### config.mk
export PLATFORM = sky130hd
export DESIGN_NAME = latch_write_sequencer
export DESIGN_NICKNAME = d
export VERILOG_FILES = /design/src/rtl/latch_seq_pkg.sv /design/src/rtl/latch_seq_timer.sv /design/src/rtl/latch_write_sequencer.sv
export SDC_FILE = /design/constraint.sdc
export NUM_CORES = 1
export LEC_CHECK = 0
export BUFFER_PORTS_ARGS = -buffer_cell sky130_fd_sc_hd__buf_2
export CAP_MARGIN = 20
export CORE_MARGIN = 3
export CORE_UTILIZATION = 45
export CTS_BUF_LIST = sky130_fd_sc_hd__clkbuf_4
export DETAILED_ROUTE_END_ITERATION = 10
export GPL_TIMING_DRIVEN = 0
export PLACE_DENSITY = 0.76
export SYNTH_ARGS = -nofsm -noshare
export SYNTH_HDL_FRONTEND = slang
export SYNTH_SLANG_ARGS = --single-unit
export TNS_END_PERCENT = 50
### constraint.sdc
create_clock -name CLK -period 1.23 [get_ports CLK]
set_input_delay 0.246 -clock CLK [delete_from_list [all_inputs] [get_ports CLK]]
set_output_delay 0.246 -clock CLK [all_outputs]
set_load 0.01 [all_outputs]
### src/rtl/latch_seq_pkg.sv
// Shared definitions for the latch write sequencer.
//   seq_state_e    : sequencer phase (idle, data setup, gate pulse, data hold, bank clear)
//   addr_width()   : address width for a given number of latch words (never below 1)
//   cnt_width()    : phase counter width able to hold the largest (cycles - 1) load value
//   gate_hit()     : one-hot gate decode, evaluated per gate line
package latch_seq_pkg;

  typedef enum logic [2:0] {
    StIdle,
    StSetup,
    StPulse,
    StHold,
    StClear
  } seq_state_e;

  function automatic int unsigned addr_width(input int unsigned depth);
    return (depth > 1) ? $clog2(depth) : 1;
  endfunction

  // The counter is loaded with (cycles - 1), so it only needs to hold max - 1.
  function automatic int unsigned cnt_width(input int unsigned setup_cyc,
                                            input int unsigned pulse_cyc,
                                            input int unsigned hold_cyc);
    int unsigned m;
    m = setup_cyc;
    if (pulse_cyc > m) m = pulse_cyc;
    if (hold_cyc > m) m = hold_cyc;
    return (m > 1) ? $clog2(m) : 1;
  endfunction

  function automatic logic gate_hit(input int unsigned addr, input int unsigned line);
    return addr == line;
  endfunction

endpackage

### src/rtl/latch_seq_timer.sv
// Loadable down-counter shared by all sequencer phases.
//   clk_i      : clock, rising edge
//   rst_i      : synchronous active-high reset (count returns to 0)
//   load_i     : load load_val_i this cycle
//   load_val_i : phase length minus one
//   tc_o       : terminal count, high while the count is 0 (last cycle of a phase)
module latch_seq_timer #(
  parameter int unsigned CntW = 1
) (
  input  logic            clk_i,
  input  logic            rst_i,
  input  logic            load_i,
  input  logic [CntW-1:0] load_val_i,
  output logic            tc_o
);

  logic [CntW-1:0] cnt_q, cnt_d;

  always_comb begin
    cnt_d = cnt_q;
    if (load_i) begin
      cnt_d = load_val_i;
    end else if (cnt_q != '0) begin
      cnt_d = cnt_q - CntW'(1);
    end
  end

  always_ff @(posedge clk_i) begin
    if (rst_i) begin
      cnt_q <= '0;
    end else begin
      cnt_q <= cnt_d;
    end
  end

  assign tc_o = (cnt_q == '0);

endmodule

### src/rtl/latch_write_sequencer.sv
// Write-side sequencer for a bank of transparent-high, active-low-clear latches.
// Each accepted word is driven on LAT_D, then its gate line pulses with programmable
// setup / pulse / hold spacing; a clear request pulses LAT_RSTB low instead.
// Ports:
//   CLK, RST            : clock (rising edge) and synchronous active-high reset
//   IN_VALID, IN_READY  : write request handshake (CLR_REQ shares IN_READY and wins ties)
//   IN_ADDR, IN_DATA    : target latch word and write data
//   CLR_REQ             : clear-all request
//   LAT_D, LAT_G        : latch data bus and one-hot gate enables
//   LAT_RSTB            : active-low clear to the latch bank
//   BUSY, DONE, ERR     : not idle / completion pulse / dropped out-of-range request pulse
// Optional: define LATCH_WRITE_SEQ_VERIFY_EN to add LAT_Q (read-back of the addressed word)
// and MISMATCH (pulses with DONE when the read-back disagrees with the written/cleared value).
module latch_write_sequencer
  import latch_seq_pkg::*;
#(
  parameter int unsigned WIDTH     = 8,
  parameter int unsigned DEPTH     = 4,
  parameter int unsigned SETUP_CYC = 1,
  parameter int unsigned PULSE_CYC = 1,
  parameter int unsigned HOLD_CYC  = 1,
  localparam int unsigned ADDR_W   = addr_width(DEPTH)
) (
  input  logic              CLK,
  input  logic              RST,
  input  logic              IN_VALID,
  output logic              IN_READY,
  input  logic [ADDR_W-1:0] IN_ADDR,
  input  logic [WIDTH-1:0]  IN_DATA,
  input  logic              CLR_REQ,
`ifdef LATCH_WRITE_SEQ_VERIFY_EN
  input  logic [WIDTH-1:0]  LAT_Q,
  output logic              MISMATCH,
`endif
  output logic [WIDTH-1:0]  LAT_D,
  output logic [DEPTH-1:0]  LAT_G,
  output logic              LAT_RSTB,
  output logic              BUSY,
  output logic              DONE,
  output logic              ERR
);

  localparam int unsigned CntW = cnt_width(SETUP_CYC, PULSE_CYC, HOLD_CYC);

  seq_state_e        state_q, state_d;
  logic [ADDR_W-1:0] addr_q, addr_d;
  logic [WIDTH-1:0]  lat_d_q, lat_d_d;
  logic [DEPTH-1:0]  lat_g_q, lat_g_d;
  logic              in_ready_q, in_ready_d;
  logic              lat_rstb_q, lat_rstb_d;
  logic              busy_q, busy_d;
  logic              done_q, done_d;
  logic              err_q, err_d;

  logic              tmr_load;
  logic [CntW-1:0]   tmr_load_val;
  logic              tmr_tc;
  logic              clr_acc, wr_acc, addr_ok;

  latch_seq_timer #(
    .CntW (CntW)
  ) u_timer (
    .clk_i      (CLK),
    .rst_i      (RST),
    .load_i     (tmr_load),
    .load_val_i (tmr_load_val),
    .tc_o       (tmr_tc)
  );

  // Clear wins a tie; the write stays pending on IN_VALID and is taken next time.
  assign clr_acc = in_ready_q & CLR_REQ;
  assign wr_acc  = in_ready_q & ~CLR_REQ & IN_VALID;
  assign addr_ok = 32'(IN_ADDR) < DEPTH;

  always_comb begin
    state_d      = state_q;
    addr_d       = addr_q;
    lat_d_d      = lat_d_q;
    tmr_load     = 1'b0;
    tmr_load_val = '0;
    done_d       = 1'b0;
    err_d        = 1'b0;

    unique case (state_q)
      StIdle: begin
        if (clr_acc) begin
          state_d      = StClear;
          tmr_load     = 1'b1;
          tmr_load_val = CntW'(PULSE_CYC - 1);
        end else if (wr_acc) begin
          if (addr_ok) begin
            state_d      = StSetup;
            addr_d       = IN_ADDR;
            lat_d_d      = IN_DATA;
            tmr_load     = 1'b1;
            tmr_load_val = CntW'(SETUP_CYC - 1);
          end else begin
            err_d = 1'b1;
          end
        end
      end
      StSetup: begin
        if (tmr_tc) begin
          state_d      = StPulse;
          tmr_load     = 1'b1;
          tmr_load_val = CntW'(PULSE_CYC - 1);
        end
      end
      StPulse: begin
        if (tmr_tc) begin
          state_d      = StHold;
          tmr_load     = 1'b1;
          tmr_load_val = CntW'(HOLD_CYC - 1);
        end
      end
      StHold: begin
        if (tmr_tc) begin
          state_d = StIdle;
          done_d  = 1'b1;
        end
      end
      StClear: begin
        if (tmr_tc) begin
          state_d = StIdle;
          done_d  = 1'b1;
        end
      end
      default: state_d = StIdle;
    endcase

    // Outputs are decoded from the next state so they are registered yet phase-aligned.
    in_ready_d = (state_d == StIdle);
    busy_d     = (state_d != StIdle);
    lat_rstb_d = (state_d != StClear);
    lat_g_d    = '0;
    for (int unsigned i = 0; i < DEPTH; i++) begin
      lat_g_d[i] = (state_d == StPulse) && gate_hit(32'(addr_d), i);
    end
  end

  always_ff @(posedge CLK) begin
    if (RST) begin
      state_q    <= StIdle;
      addr_q     <= '0;
      lat_d_q    <= '0;
      lat_g_q    <= '0;
      in_ready_q <= 1'b0;
      lat_rstb_q <= 1'b1;
      busy_q     <= 1'b0;
      done_q     <= 1'b0;
      err_q      <= 1'b0;
    end else begin
      state_q    <= state_d;
      addr_q     <= addr_d;
      lat_d_q    <= lat_d_d;
      lat_g_q    <= lat_g_d;
      in_ready_q <= in_ready_d;
      lat_rstb_q <= lat_rstb_d;
      busy_q     <= busy_d;
      done_q     <= done_d;
      err_q      <= err_d;
    end
  end

  assign IN_READY = in_ready_q;
  assign LAT_D    = lat_d_q;
  assign LAT_G    = lat_g_q;
  assign LAT_RSTB = lat_rstb_q;
  assign BUSY     = busy_q;
  assign DONE     = done_q;
  assign ERR      = err_q;

`ifdef LATCH_WRITE_SEQ_VERIFY_EN
  logic mismatch_q, mismatch_d;

  // Read-back is judged in the final cycle of the phase so it lines up with DONE.
  always_comb begin
    mismatch_d = 1'b0;
    if (tmr_tc && (state_q == StHold)) begin
      mismatch_d = (LAT_Q != lat_d_q);
    end else if (tmr_tc && (state_q == StClear)) begin
      mismatch_d = (LAT_Q != '0);
    end
  end

  always_ff @(posedge CLK) begin
    if (RST) begin
      mismatch_q <= 1'b0;
    end else begin
      mismatch_q <= mismatch_d;
    end
  end

  assign MISMATCH = mismatch_q;
`endif

endmodule

# Word level (Yosys, flattened, before mapping)
# Index checks and enable logic that the tools add are counted.
# Widths: inputs -> output; s select.
[word_totals] inputBits=14 reg_bits=22 wordCells=52 output_inout_bits=17
[op_classes] n_reduce_logical=13 n_bitwise=7 addsub=1 eq_ne=9 muxes=13
[ops] operator="$mux 3" n=5
[ops] operator="$pmux 3 s4" n=1
[ops] operator="$eq 3x2->1 const B" n=3
[ops] operator="$logic_not 3->1" n=2
[ops] operator="$mux 2" n=3
[ops] operator="$reduce_or 2->1" n=3
[ops] operator="$eq 2x2->1 const B" n=2
[ops] operator="$logic_and 1x1->1" n=4
[ops] operator="$not 1->1" n=4
[ops] operator="$and 1x1->1" n=3
[ops] operator="$eq 3x1->1 const B" n=1
[ops] operator="$eq 3x3->1 const B" n=1
[ops] operator="$mux 1" n=3
[ops] operator="$ne 3x3->1 const B" n=1
[ops] operator="$reduce_and 3->1" n=1
[ops] operator="$reduce_bool 3->1" n=1
[ops] operator="$reduce_or 3->1" n=1
[ops] operator="$eq 2x1->1 const B" n=1
[ops] operator="$logic_not 2->1" n=1
[ops] operator="$pmux 1 s2" n=1
[ops] operator="$sub 1x1->1 const B" n=1

# Logic depth before layout (Yosys ltp)
# Gate-level depths: netlist of run 1.
[logic_depth] ltp_word=8 ltp_mapped=5

# Cells and area by module
# A second synthesis of run 1 with hierarchy kept.
[unflattened] cells_unflattened=102 area_unflattened_um2=942.2
[by_module_without_submodules] module="latch_write_sequencer" area_each_um2=909.6 cells_per_inst=99 seq_area_each_um2=420.4 instances=1
[by_module_without_submodules] module="latch_seq_timer" area_each_um2=32.5 cells_per_inst=3 seq_area_each_um2=20.0 instances=1

# Worst setup path after synthesis of run 1
# Ideal clock, no wire load.
[synth_timing] path_type="register -> register" from="reg in_ready_q (netlist: IN_READY)" to="reg lat_g_q[0] (netlist: LAT_G[0])" setup_slack_ps=15 arrival_ps=1100 setup_time_ps=116 path_stages_with_launch=5 period_less_slack_ps=1215 cell_sequence="dfxtp_1 and3b_1 buf_2 nand3_1 and3b_1"
[synth_via] elab_chain_len=7 elab_cells_between_ends=12 classes_between="eq/ne: 1; mux: 6; bitwise: 3; reduce/logical: 2"
[synth_rtl] element="start: declaration" line="latch_write_sequencer.sv:49" rtl="logic in_ready_q, in_ready_d;"
[synth_rtl] element="start signal: assignment" line="latch_write_sequencer.sv:157" rtl="in_ready_q <= in_ready_d;"
[synth_rtl] element="$and 1x1->1 (2 in series)" line="latch_write_sequencer.sv:72" rtl="assign wr_acc = in_ready_q & ~CLR_REQ & IN_VALID;"
[synth_rtl] element="$mux 3 or $mux 2 (tied branches)" line="latch_write_sequencer.sv:90" rtl="end else if (wr_acc) begin"
[synth_rtl] element="$mux 3 or $mux 2 (tied branches)" line="latch_write_sequencer.sv:86" rtl="if (clr_acc) begin"
[synth_rtl] element="$pmux 3 s4 or $mux 2 (tied branches)" line="latch_write_sequencer.sv:84" rtl="unique case (state_q)"
[synth_rtl] element="$eq 3x2->1 or $logic_not 2->1 (tied branches)" line="latch_write_sequencer.sv:137, latch_seq_pkg.sv:32"
[synth_rtl] element="$logic_and 1x1->1 *" line="latch_write_sequencer.sv:137" rtl="lat_g_d[i] = (state_d == StPulse) && gate_hit(32'(addr_d), i);"
[synth_rtl] element="end signal: assignment" line="latch_write_sequencer.sv:156" rtl="lat_g_q <= lat_g_d;"
[synth_rtl] element="end: declaration" line="latch_write_sequencer.sv:48" rtl="logic [DEPTH-1:0] lat_g_q, lat_g_d;"
# Mark *: on every way between the ends. The rest lies on a longest branch, timed or not.
# A chain may end at the register's enable or synchronous reset.

# Worst setup path after layout of run 1
[layout_timing] from="reg state_q[2]" to="reg lat_g_q[1] (netlist: LAT_G[1])"
[layout_via] elab_chain_len=5 elab_cells_between_ends=16 classes_between="eq/ne: 6; mux: 7; reduce/logical: 3"
[layout_rtl] element="start: declaration" line="latch_write_sequencer.sv:45" rtl="seq_state_e state_q, state_d;"
[layout_rtl] element="start signal: assignment" line="latch_write_sequencer.sv:143" rtl="state_q <= StIdle;"
[layout_rtl] element="start signal: assignment" line="latch_write_sequencer.sv:153" rtl="state_q <= state_d;"
[layout_rtl] element="$eq 3x3->1 (tied with other cells)" line="latch_write_sequencer.sv:84"
[layout_rtl] element="$reduce_or 2->1 (no line) or $mux 3 (tied branches)"
[layout_rtl] element="$pmux 3 s4" line="latch_write_sequencer.sv:84"
[layout_rtl] element="$eq 3x2->1" line="latch_write_sequencer.sv:137"
[layout_rtl] element="$logic_and 1x1->1 *" line="latch_write_sequencer.sv:137"
# Marked as above.

==> results of run 1 <==
[layout by cell type (no fill, tap or decap), drive strengths merged]
cell	instances
a2111o	1
a2111oi	1
a21oi	13
a31oi	1
and3b	5
and4b	1
buf	39
clkbuf	4
clkinv	1
conb	2
dfxtp	22
inv	4
nand2	3
nand3	10
nand3b	2
nor2	2
nor2b	1
nor3	3
nor3b	1
o211ai	2
o21ai	14
or3	1
xnor2	1
[registers in the layout, summed over array words and instances (netlist names)]
name,flops
state_q,3
IN_READY,1
LAT_G,4
LAT_D,8
DONE,1
u_timer.cnt_q,1
BUSY,1
addr_q,2
LAT_RSTB,1
[Yosys cell counts]
master / number
a21oi_1: 13
clkbuf_1: 1
xnor2_1: 1
conb_1: 1
nand3b_1: 1
a2111oi_0: 1
and3b_1: 4
nand3_1: 10
buf_6: 2
and3b_2: 1
nand2_1: 3
nor3_1: 3
a31oi_1: 1
nor2_1: 2
nor3b_1: 1
buf_2: 4
dfxtp_1: 22
or3_1: 1
inv_1: 4
a2111o_1: 1
o21ai_4: 1
buf_1: 1
buf_4: 1
nand3b_2: 1
nor2b_1: 1
o211ai_1: 2
and4b_1: 1
o21ai_0: 13
[final cells by class]
class	instances	area, um^2
multi-input combinational	64	415.4
timing repair buffer	32	171.4
tap	25	31.28
clock inverter	1	3.754
buffer	8	57.56
sequential	22	445.4
clock buffer	3	22.52
inverter	4	15.01
fill	161	639.4
[what timing repair did]
item | in CTS | in global routing
resized for setup | 10 | 12
setup endpoints to repair | 16 | 19
cloned | 2 | 0
pin swaps | 1 | 4
setup buffers | 2 | 0
[stage by stage]
stage | TNS (ns) | util (%)
after floorplan | 0 | -
after global placement | -0.3961 | 59.17
after detailed placement | -0.5704 | 59.17
after CTS | -0.02813 | 63.06
after global routing | -0.5073 | 64.51
final | -0.0004904 | 64.51
[critical path, cell delays in order (launching register included)]
cell and delay [ns]:
dfxtp_1 0.33, or3_4 0.39, buf_6 0.14, o21ai_4 0.16
and3b_1 0.17
[worst max path at each step]
| stage | startpoint | endpoint | cells past startpoint |
|---|---|---|---|
| 4_1_cts | state_q[2] | LAT_G[1] | 4 |
| 3_5_place_dp | state_q[2] | BUSY | 5 |
| 5_1_grt | state_q[2] | LAT_G[1] | 4 |
| 2_1_floorplan | IN_READY | LAT_G[0] | 4 |
| 6_report | state_q[2] | LAT_G[1] | 4 |
| 3_3_place_gp | state_q[2] | BUSY | 5 |
[kinds of logic (layout without fill, tap and decap cells)]
group | Yosys count | after routing | share of synthesized area [%]
xor gates and xnor gates | 1 | 1 | 0.9833
DFF | 22 | 22 | 49.44
other | 1 | 2 | 0.4209
buffers and inverters | 13 | 48 | 8.145
AOI/OAI and AO/OA | 32 | 32 | 21.07
and+or+nand+nor | 29 | 29 | 19.94
[power breakdown]
group / switching [W] / internal (W)
Clock: 0.000204 / 0.000118
Sequential: 0.0000270 / 0.000759
Combinational: 0.000196 / 0.000168
Total: 0.000427 / 0.00104
[per-layer routing]
layer  vias to the layer above  routed length (um)  global-route usage [%]
li1                        416                   -                       -
met1                       396                 896                   22.45
met2                        21                 975                   23.48
met3                         2                 107                   3.264
met4                         0                  12                   4.484
met5                         -                   0                       0
==> summary.md, run 1 <==
| Metric | Value |
|---|---|
| Min-Delay Startpoint | IN_DATA[7] |
| Final GP Congestion | about 0.76 |
| Detailed Routing Iterations Pass 1 | 5 |
| Initial drt markers | 30 |
| Number of antenna violations at the first check in global routing | 0 |
| # IOs | 31 |
| Fin crit share | 100.0% |
| Clk_skew | 0.003469 ns |
| Clock Latency Late Sink | 0.29 ns |
| DIE HEIGHT | 50.50 um |
| Placed cell area | 1066 um^2 |
| Final Non-Filler Cells | 159 |
| Port-buffer cells | 28 |
| Core area | between 1500 and 2000 um^2 |
| Reg2reg setup slack | -0.0005 ns |
| Min-Delay Endpoint | LAT_D[7] |
| Leading area contributor after synthesis | dfxtp_1 |
| HPWL Detailed | between 1000 and 1500 um |
| RR Startpoint | state_q[2] |
| # clock sinks | 22 |
| Largest net degree at the start of global routing | 13 |
| WHS Path Cells | 3 |
| Hold crit path type | in2reg |
| Share of cells above drive strength 1 | 38.81% |
| Yosys warnings | 0 |
| Max VDD drop | about 0.00072 V |
| CP Class | reg2reg |
| Cell Area, Synth | 890.9 um^2 |
| Chip width | 50.50 um |
| Status | finished, violations left |
| Top cells by area, synth | dfxtp_1 (49%), a21oi_1 (7.3%), o21ai_0 (7.3%) |
| Die area | 2550 um^2 |
| Final WL | 1991 um |
| WP data arrival | 1.48 ns |
| MaxCap Viol Count | 0 |
| Hold_buf cts | 0 |
| Number of cell rows | 15 |
| Lkg Pwr | 0.5186 nW |
| CTS max path bufs | 2 |
| ANT cells | 0 |
| Growth of design area from synthesis to finish | 30.48% |
| Crit path time final | 1.230 ns |
| Final total power | 0.001472 W |
| Initial core utilization | between 40% and 50% |
| Final nets | 149 |
| Worst Setup End Kind | flop |
| Post-Synthesis Cells | 98 |
| Cells after DPL | between 150 and 200 |
| Netlist cell types | 28 |
| Setup-failing EPs final | 1 |
| DR vias | 835 |
| Antenna Nets Post-Route | 0 |
| RSZ-0062 raised after global routing | yes |
| DRC errors left | 0 |
| R2R depth | 4 |
| Pwr/cell area | 1266 nW/um^2 |
| Worst r2r dst | LAT_G[1] |
| Post-synthesis sequential area ratio | 49.44% |
| Post-route design area | 1162 um^2 |
| Violated checks | setup timing |
| Setup ws final | -0.0004904 ns |
| Mean Syn Cell Area | 9.090 um^2 |
| Fin. Hold Viols | 0 |
| GRT Util Overall | 15.62% |
| CP required | 1.48 ns |
| #FFs+latches synth | 22 |
| Grt ovf | 0 |
| First-pass GRT wire length | just over 3000 um |
| CTS tree | built |
| Setup crit start kind | flop |
| Num CTS Buffers | 3 |
| CP max FO | 5 |
| Post-synth top area share | between 40% and 50% |
| DP Worst Slack | -0.1158 ns |
| Worst hold slack | 0.1895 ns |
| Vias in the first global route | 711 |
| H-tree levels | 1 |
| WL per Instance | 12.52 um |
| Clock-pin slew on the worst setup and hold paths | ~0.12 ns |
| Root Buffer | clkbuf_4 |
| Vias per inst | 5.252 |
| Fmax | 812.7 MHz |
| Max Slew Vio Count | 0 |
(Power assumes the default switching activity.)
==> run 2: changes to the inputs <==
--- a/config.mk
+++ b/config.mk
@@ -5,7 +5,7 @@
 export SDC_FILE = /design/constraint.sdc
 export NUM_CORES = 1
 export LEC_CHECK = 0
-export BUFFER_PORTS_ARGS = -buffer_cell sky130_fd_sc_hd__buf_2
+export BUFFER_PORTS_ARGS = -buffer_cell sky130_fd_sc_hd__buf_4
 export CAP_MARGIN = 20
 export CORE_MARGIN = 3
 export CORE_UTILIZATION = 45
==> summary.md, run 2 (synthesized netlist as in run 1, its figures left out) <==
| Metric | Value |
|---|---|
| Status | finished, violations left |
| Violated checks | setup timing |
| Hold crit path type | in2reg |
| CP required | 1.48 ns (about the same) |
| Antenna Nets Post-Route | 0 (unchanged) |
| Placed cell area | 1136 um^2 (+6.6%) |
| Initial core utilization | 49.44% (unchanged) |
| Register Area | 446.7 um^2 (+0.28%) |
| Initial drt markers | 22 (-27%) |
| WHS Path Cells | 3 (unchanged) |
| Core area | 1802 um^2 (unchanged) |
| Min-Delay Startpoint | IN_DATA[4] |
| Worst path slowest cell | dfxtp_4 |
| First-pass GRT wire length | 3167 um (+1.6%) |
| Final GP Congestion | 0.7438 (-2.6%) |
| CP Class | reg2reg |
| Post-route design area | 1222 um^2 (+5.2%) |
| Area occupied by multi-input gates | 404.1 um^2 (-2.7%) |
| WL per Instance | 12.31 um (-1.7%) |
| WP data arrival | 1.50 ns (+0.02 ns) |
| Root Buffer | clkbuf_4 |
| # IOs | 31 (unchanged) |
| Setup tns final | -0.08506 ns (-0.08457 ns) |
| GRT Util Overall | 16.06% (+0.45 points) |
| Die area | 2550 um^2 (unchanged) |
| Reg2reg setup slack | -0.02 ns (-0.02 ns) |
| Worst r2r dst | LAT_G[0] |
| Critical path cell sequence | or3_4 -> buf_6 -> o21ai_4 -> and3b_1 |
| ANT cells | 0 (unchanged) |
| Num CTS Buffers | 3 (unchanged) |
| Pwr/cell area | 1213 nW/um^2 (-4.2%) |
| Clk_skew | 0.007154 ns (+0.003685 ns) |
| Cell family with most CP delay | simple AND/OR/NAND/NOR gates |
| Min-Delay Endpoint | LAT_D[4] |
| Max VDD drop | 0.0008502 V (+18%) |
| Lkg Pwr | 0.5300 nW (+2.2%) |
| Clock Latency Late Sink | 0.30 ns (about the same) |
| Max Slew Vio Count | 0 (unchanged) |
| Fmax | 800.1 MHz (-1.6%) |
| Layout fillers | 160 (-0.62%) |
| Final WL | 1957 um (-1.7%) |
| Most frequent cells in the layout | buf_4 (35), dfxtp_1 (19), a21oi_1 (13) |
| Setup ws final | -0.01992 ns (-0.01943 ns) |
| Crit path time final | 1.250 ns (+0.01943 ns) |
| WP buf/inv | 1 (unchanged) |
| Setup crit start kind | flop |
| Number of cell rows | 15 (unchanged) |
| Vias per inst | 5.245 (-0.12%) |
| DRC errors left | 0 (unchanged) |
| Chip width | 50.50 um (unchanged) |
| Number of antenna violations at the first check in global routing | 0 (unchanged) |
| Share of cells above drive strength 1 | 38.06% (-0.75 points) |
| Fin crit share | 101.6% (+1.6 points) |
| RSZ-0062 raised after global routing | yes |
| Slowest stage delay, CP | 0.37 ns (-0.02 ns) |
| Worst Setup End Kind | flop |
| DIE HEIGHT | 50.50 um (unchanged) |
| Clock-pin slew on the worst setup and hold paths | 0.12 ns (about the same) |
| HPWL Detailed | 1322 um (-1.8%) |
| MaxCap Viol Count | 0 (unchanged) |
| Growth of design area from synthesis to finish | 37.22% |
| Setup-failing EPs final | 8 (+7) |
| Detailed Routing Iterations Pass 1 | 4 (-1) |
| R2R depth | 4 (unchanged) |
| Largest register FFs | 8 (unchanged) |
| DR vias | 834 (-0.12%) |
| Final nets | 150 (+0.67%) |
| Grt ovf | 0 (unchanged) |
| Fin. Hold Viols | 0 (unchanged) |
| CP max FO | 5 (unchanged) |
| Most common cell after layout, fill and taps aside | buf_4 |
| # clock sinks | 22 (unchanged) |
| Largest net degree at the start of global routing | 12 (-1) |
| CTS tree | built |
| Vias in the first global route | 753 (+5.9%) |
| CTS max path bufs | 2 (unchanged) |
| Port-buffer cells | 28 (unchanged) |
| RR Startpoint | state_q[0] |
| H-tree levels | 1 (unchanged) |
## run 2: layout make-up
| cell class | count | share of cell area (%) |
|---|---|---|
| plain buffers | 8 | 4.913 |
| clock buffers | 3 | 1.842 |
| inverters | 4 | 1.228 |
| multi-input cells | 64 | 33.06 |
| flip-flops and latches | 22 | 36.54 |
| well taps | 25 | 2.559 |
| repair buffers | 33 | 19.86 |
## run 2: power by group
group / leakage (nW) / switching [W] / total (W) / internal, W
logic: 0.336 / 0.000187 / 0.000377 / 0.000190
registers: 0.180 / 0.0000284 / 0.000788 / 0.000759
clock network: 0.0138 / 0.000204 / 0.000318 / 0.000114
## run 2: through the flow
stage          cells  utilization [%]  setup WS (ns)   power, W  hold WS [ns]
3_3_place_gp     152            63.06        -0.1250   0.001105        0.4621
5_1_grt          159            67.85       -0.09634   0.001557        0.1766
2_1_floorplan     99                -        0.01470  0.0009908        0.3937
4_1_cts          158            66.81       -0.05880   0.001469        0.1862
6_report         159            67.85       -0.01992   0.001483        0.1892
3_5_place_dp     152            63.06        -0.1337   0.001109        0.4675
## run 2: how the worst max path moves through the flow
stage	to	slack, ns	cells past startpoint	start
2_1_floorplan	LAT_G[0]	0.01	4	IN_READY
3_3_place_gp	BUSY	-0.12	5	state_q[2]
3_5_place_dp	BUSY	-0.13	5	state_q[2]
4_1_cts	LAT_G[0]	-0.06	4	state_q[0]
5_1_grt	BUSY	-0.1	5	state_q[1]
6_report	LAT_G[0]	-0.02	4	state_q[0]
## run 2: per-layer routing
metal  share of wire, %  GRT usage (%)
met1                 42          21.00
met5                  0              0
met2                 52          26.74
met3                5.4          2.671
met4                  0          5.381
## run 2: worst register-to-register path: stages, from the launching register on
cell and delay [ns]:
dfxtp_4 0.37, or3_4 0.37, buf_6 0.14, o21ai_4 0.15
and3b_1 0.17
## run 2: repair_timing
item                       in CTS  in global routing
hold buffers                    0                  0
setup endpoints to repair      16                 18
setup buffers                   3                  0
gates resized for setup         8                 11
pin swaps                       4                  7
gates cloned                    1                  1
==> run 3: changes to the inputs <==
--- a/config.mk
+++ b/config.mk
@@ -5,14 +5,13 @@
 export SDC_FILE = /design/constraint.sdc
 export NUM_CORES = 1
 export LEC_CHECK = 0
-export BUFFER_PORTS_ARGS = -buffer_cell sky130_fd_sc_hd__buf_4
 export CAP_MARGIN = 20
 export CORE_MARGIN = 3
-export CORE_UTILIZATION = 45
+export CORE_UTILIZATION = 57
 export CTS_BUF_LIST = sky130_fd_sc_hd__clkbuf_4
 export DETAILED_ROUTE_END_ITERATION = 10
-export GPL_TIMING_DRIVEN = 0
-export PLACE_DENSITY = 0.76
+export DONT_BUFFER_PORTS = 1
+export PLACE_DENSITY = 0.75
 export SYNTH_ARGS = -nofsm -noshare
 export SYNTH_HDL_FRONTEND = slang
 export SYNTH_SLANG_ARGS = --single-unit
==> summary.md, run 3 (synthesized netlist as in run 1, its figures left out) <==
| Metric | Value |
|---|---|
| Psw | 0.0004009 W (-4.4%) |
| DRC errors left | 0 (unchanged) |
| Slowest stage delay, CP | 0.45 ns (+0.08 ns) |
| Die area | 2073 um^2 (-19%) |
| Min-Delay Endpoint | LAT_RSTB |
| Switch share | 24.96% (-3.3 points) |
| Antenna Nets Post-Route | 0 (unchanged) |
| Largest net degree at the start of global routing | 14 (+2) |
| Most frequent cells in the layout | dfxtp_1 (19), a21oi_1 (13), o21ai_0 (10), nand3_1 (10), buf_4 (6) |
| Fin crit share | 97.87% (-3.7 points) |
| Flop pwr share | 49.9% (-3.2 points) |
| Worst hold slack | 0.04975 ns (-0.1395 ns) |
| Worst path slowest cell | or3_4 |
| Number of cell rows | 13 (-2) |
| RR Startpoint | state_q[0] |
| Clk_skew | 0.005666 ns (-0.001488 ns) |
| Worst r2r dst | LAT_G[1] |
| CP max FO | 10 (+5) |
| # clock sinks | 22 (unchanged) |
| # IOs | 31 (unchanged) |
| Fin. Hold Viols | 0 (unchanged) |
| Clock Latency Late Sink | 0.30 ns (about the same) |
| Met1 GRT Util | 23.56% (+2.6 points) |
| Largest register FFs | 8 (unchanged) |
| Met2 Use GR | 28.41% (+1.7 points) |
| Lkg Pwr | 0.3903 nW (-26%) |
| Initial drt markers | 20 (-9.1%) |
| Num CTS Buffers | 3 (unchanged) |
| R2R depth | 3 (-1) |
| Setup-failing EPs final | 0 (-8) |
| Final Non-Filler Cells | 119 (-25%) |
| Final nets | 119 (-21%) |
| Reg2reg setup slack | 0.03 ns (+0.05 ns) |
| Post-CTS Setup Bufs | 0 (-3) |
| CP required | 1.49 ns (about the same) |
| Share of cells above drive strength 1 | 22.12% (-16 points) |
| Min-Delay Startpoint | RST |
| Initial core utilization | 64.43% (+15 points) |
| Number of antenna violations at the first check in global routing | 0 (unchanged) |
| RSZ-0062 raised after global routing | yes |
| Grt ovf | 0 (unchanged) |
| HPWL Detailed | 1208 um (-8.6%) |
| Cells after DPL | 113 (-26%) |
| WHS Path Cells | 1 (-2) |
| Comb pwr share | 16.1% (-9.3 points) |
| Core area | 1383 um^2 (-23%) |
| Status | completed |
| WP buf/inv | 0 (-1) |
| Most common cell after layout, fill and taps aside | dfxtp_1 |
| Vias per inst | 6.050 (+15%) |
| Root Buffer | clkbuf_4 |
| ANT cells | 0 (unchanged) |
| Placed cell area | 915.9 um^2 (-19%) |
| Max Slew Vio Count | 0 (unchanged) |
| Hold crit path type | in2reg |
| Slew headroom | 66.55% |
| WL per Instance | 14.62 um (+19%) |
| Pwr/cell area | 1575 nW/um^2 (+30%) |
| Detailed Routing Iterations Pass 1 | 4 (unchanged) |
| GRT Util Overall | 18.64% (+2.6 points) |
| DIE HEIGHT | 45.54 um (-9.8%) |
| Crit path time final | 1.204 ns (-0.04610 ns) |
| Port-buffer cells | 0 (-100%) |
| GR met3 Demand/Resource | 5.929% (+3.3 points) |
| Cell family with most CP delay | simple AND/OR/NAND/NOR gates |
| CP Class | reg2reg |
| Chip width | 45.54 um (-9.8%) |
| First-pass GRT wire length | 2856 um (-9.8%) |
| P_int | 0.001205 W (+13%) |
| Slew @ Worst Pin | 0.5001 ns |
| Critical path cell sequence | or3_4 -> o21ai_4 -> and3b_1 |
| Worst Setup End Kind | flop |
| Final WL | 1740 um (-11%) |
| Growth of design area from synthesis to finish | 14.47% |
| CTS max path bufs | 2 (unchanged) |
| Post-route design area | 1020 um^2 (-17%) |
| MaxCap Viol Count | 0 (unchanged) |
| Clock share of power | 34.0% (+13 points) |
| Fmax | 830.7 MHz (+3.8%) |
| Max VDD drop | 0.0009067 V (+6.6%) |
| Clock-pin slew on the worst setup and hold paths | 0.12 ns (about the same) |
| DR vias | 720 (-14%) |
| Vias in the first global route | 683 (-9.3%) |
| Setup crit start kind | flop |
| WP data arrival | 1.46 ns (-0.04 ns) |
| CTS tree | built |
| H-tree levels | 1 (unchanged) |
| Final GP Congestion | 0.7746 (+4.1%) |
| Busiest grt layer | met2 |
## run 3: area by class of cell
| cell class | count | area [um^2] |
|---|---|---|
| fillers | 103 | 362.8 |
| multi-input cells | 64 | 401.6 |
| clock buffers | 3 | 22.52 |
| well taps | 15 | 18.77 |
| repair buffers | 10 | 87.58 |
| clock inverters | 1 | 30.03 |
| inverters | 4 | 15.01 |
| flip-flops and latches | 22 | 444.2 |
## run 3: worst max path at each step
stage / from / to / slack, ns / depth (start not counted)
3_5_place_dp: state_q[2] / LAT_G[1] / -0.06 / 3
4_1_cts: state_q[0] / LAT_G[0] / 0.003 / 4
5_1_grt: state_q[0] / LAT_G[1] / -0.03 / 3
6_report: state_q[0] / LAT_G[1] / 0.03 / 3
3_3_place_gp: state_q[2] / LAT_G[0] / -0.02 / 3
2_1_floorplan: IN_READY / LAT_G[0] / 0.01 / 4
## run 3: through the flow
stage	total power, W	TNS, ns	setup WS (ns)	utilization, %
2_1_floorplan	0.0009908	0	0.01470	-
3_3_place_gp	0.001033	-0.06635	-0.02062	66.24
3_5_place_dp	0.001038	-0.3964	-0.06369	66.24
4_1_cts	0.001601	0	0.002727	71.58
5_1_grt	0.001684	-0.1851	-0.03402	73.76
6_report	0.001606	0	0.02618	73.76
## run 3: routing by layer
| layer | wire (um) | part of all wire, % |
|---|---|---|
| met5 | 0 | 0 |
| met2 | 827 | 48 |
| met3 | 130 | 7.5 |
| met1 | 763 | 44 |
| met4 | 19 | 1.1 |
## run 3: power by group through the flow
stage          clock, W  combinational, W  sequential (W)
2_1_floorplan         0          0.000182        0.000809
3_3_place_gp          0          0.000223        0.000810
3_5_place_dp          0          0.000227        0.000811
4_1_cts        0.000556          0.000246        0.000799
5_1_grt        0.000589          0.000289        0.000807
6_report       0.000546          0.000259        0.000801
## run 3: timing repair
item / 4_1_cts / 5_1_grt
pin swaps: 1 / 4
hold buffers: 1 / 1
resized for setup: 3 / 11
endpoints found under the setup margin: 15 / 19
endpoints found under the hold margin: 13 / 1
cloned: 0 / 0
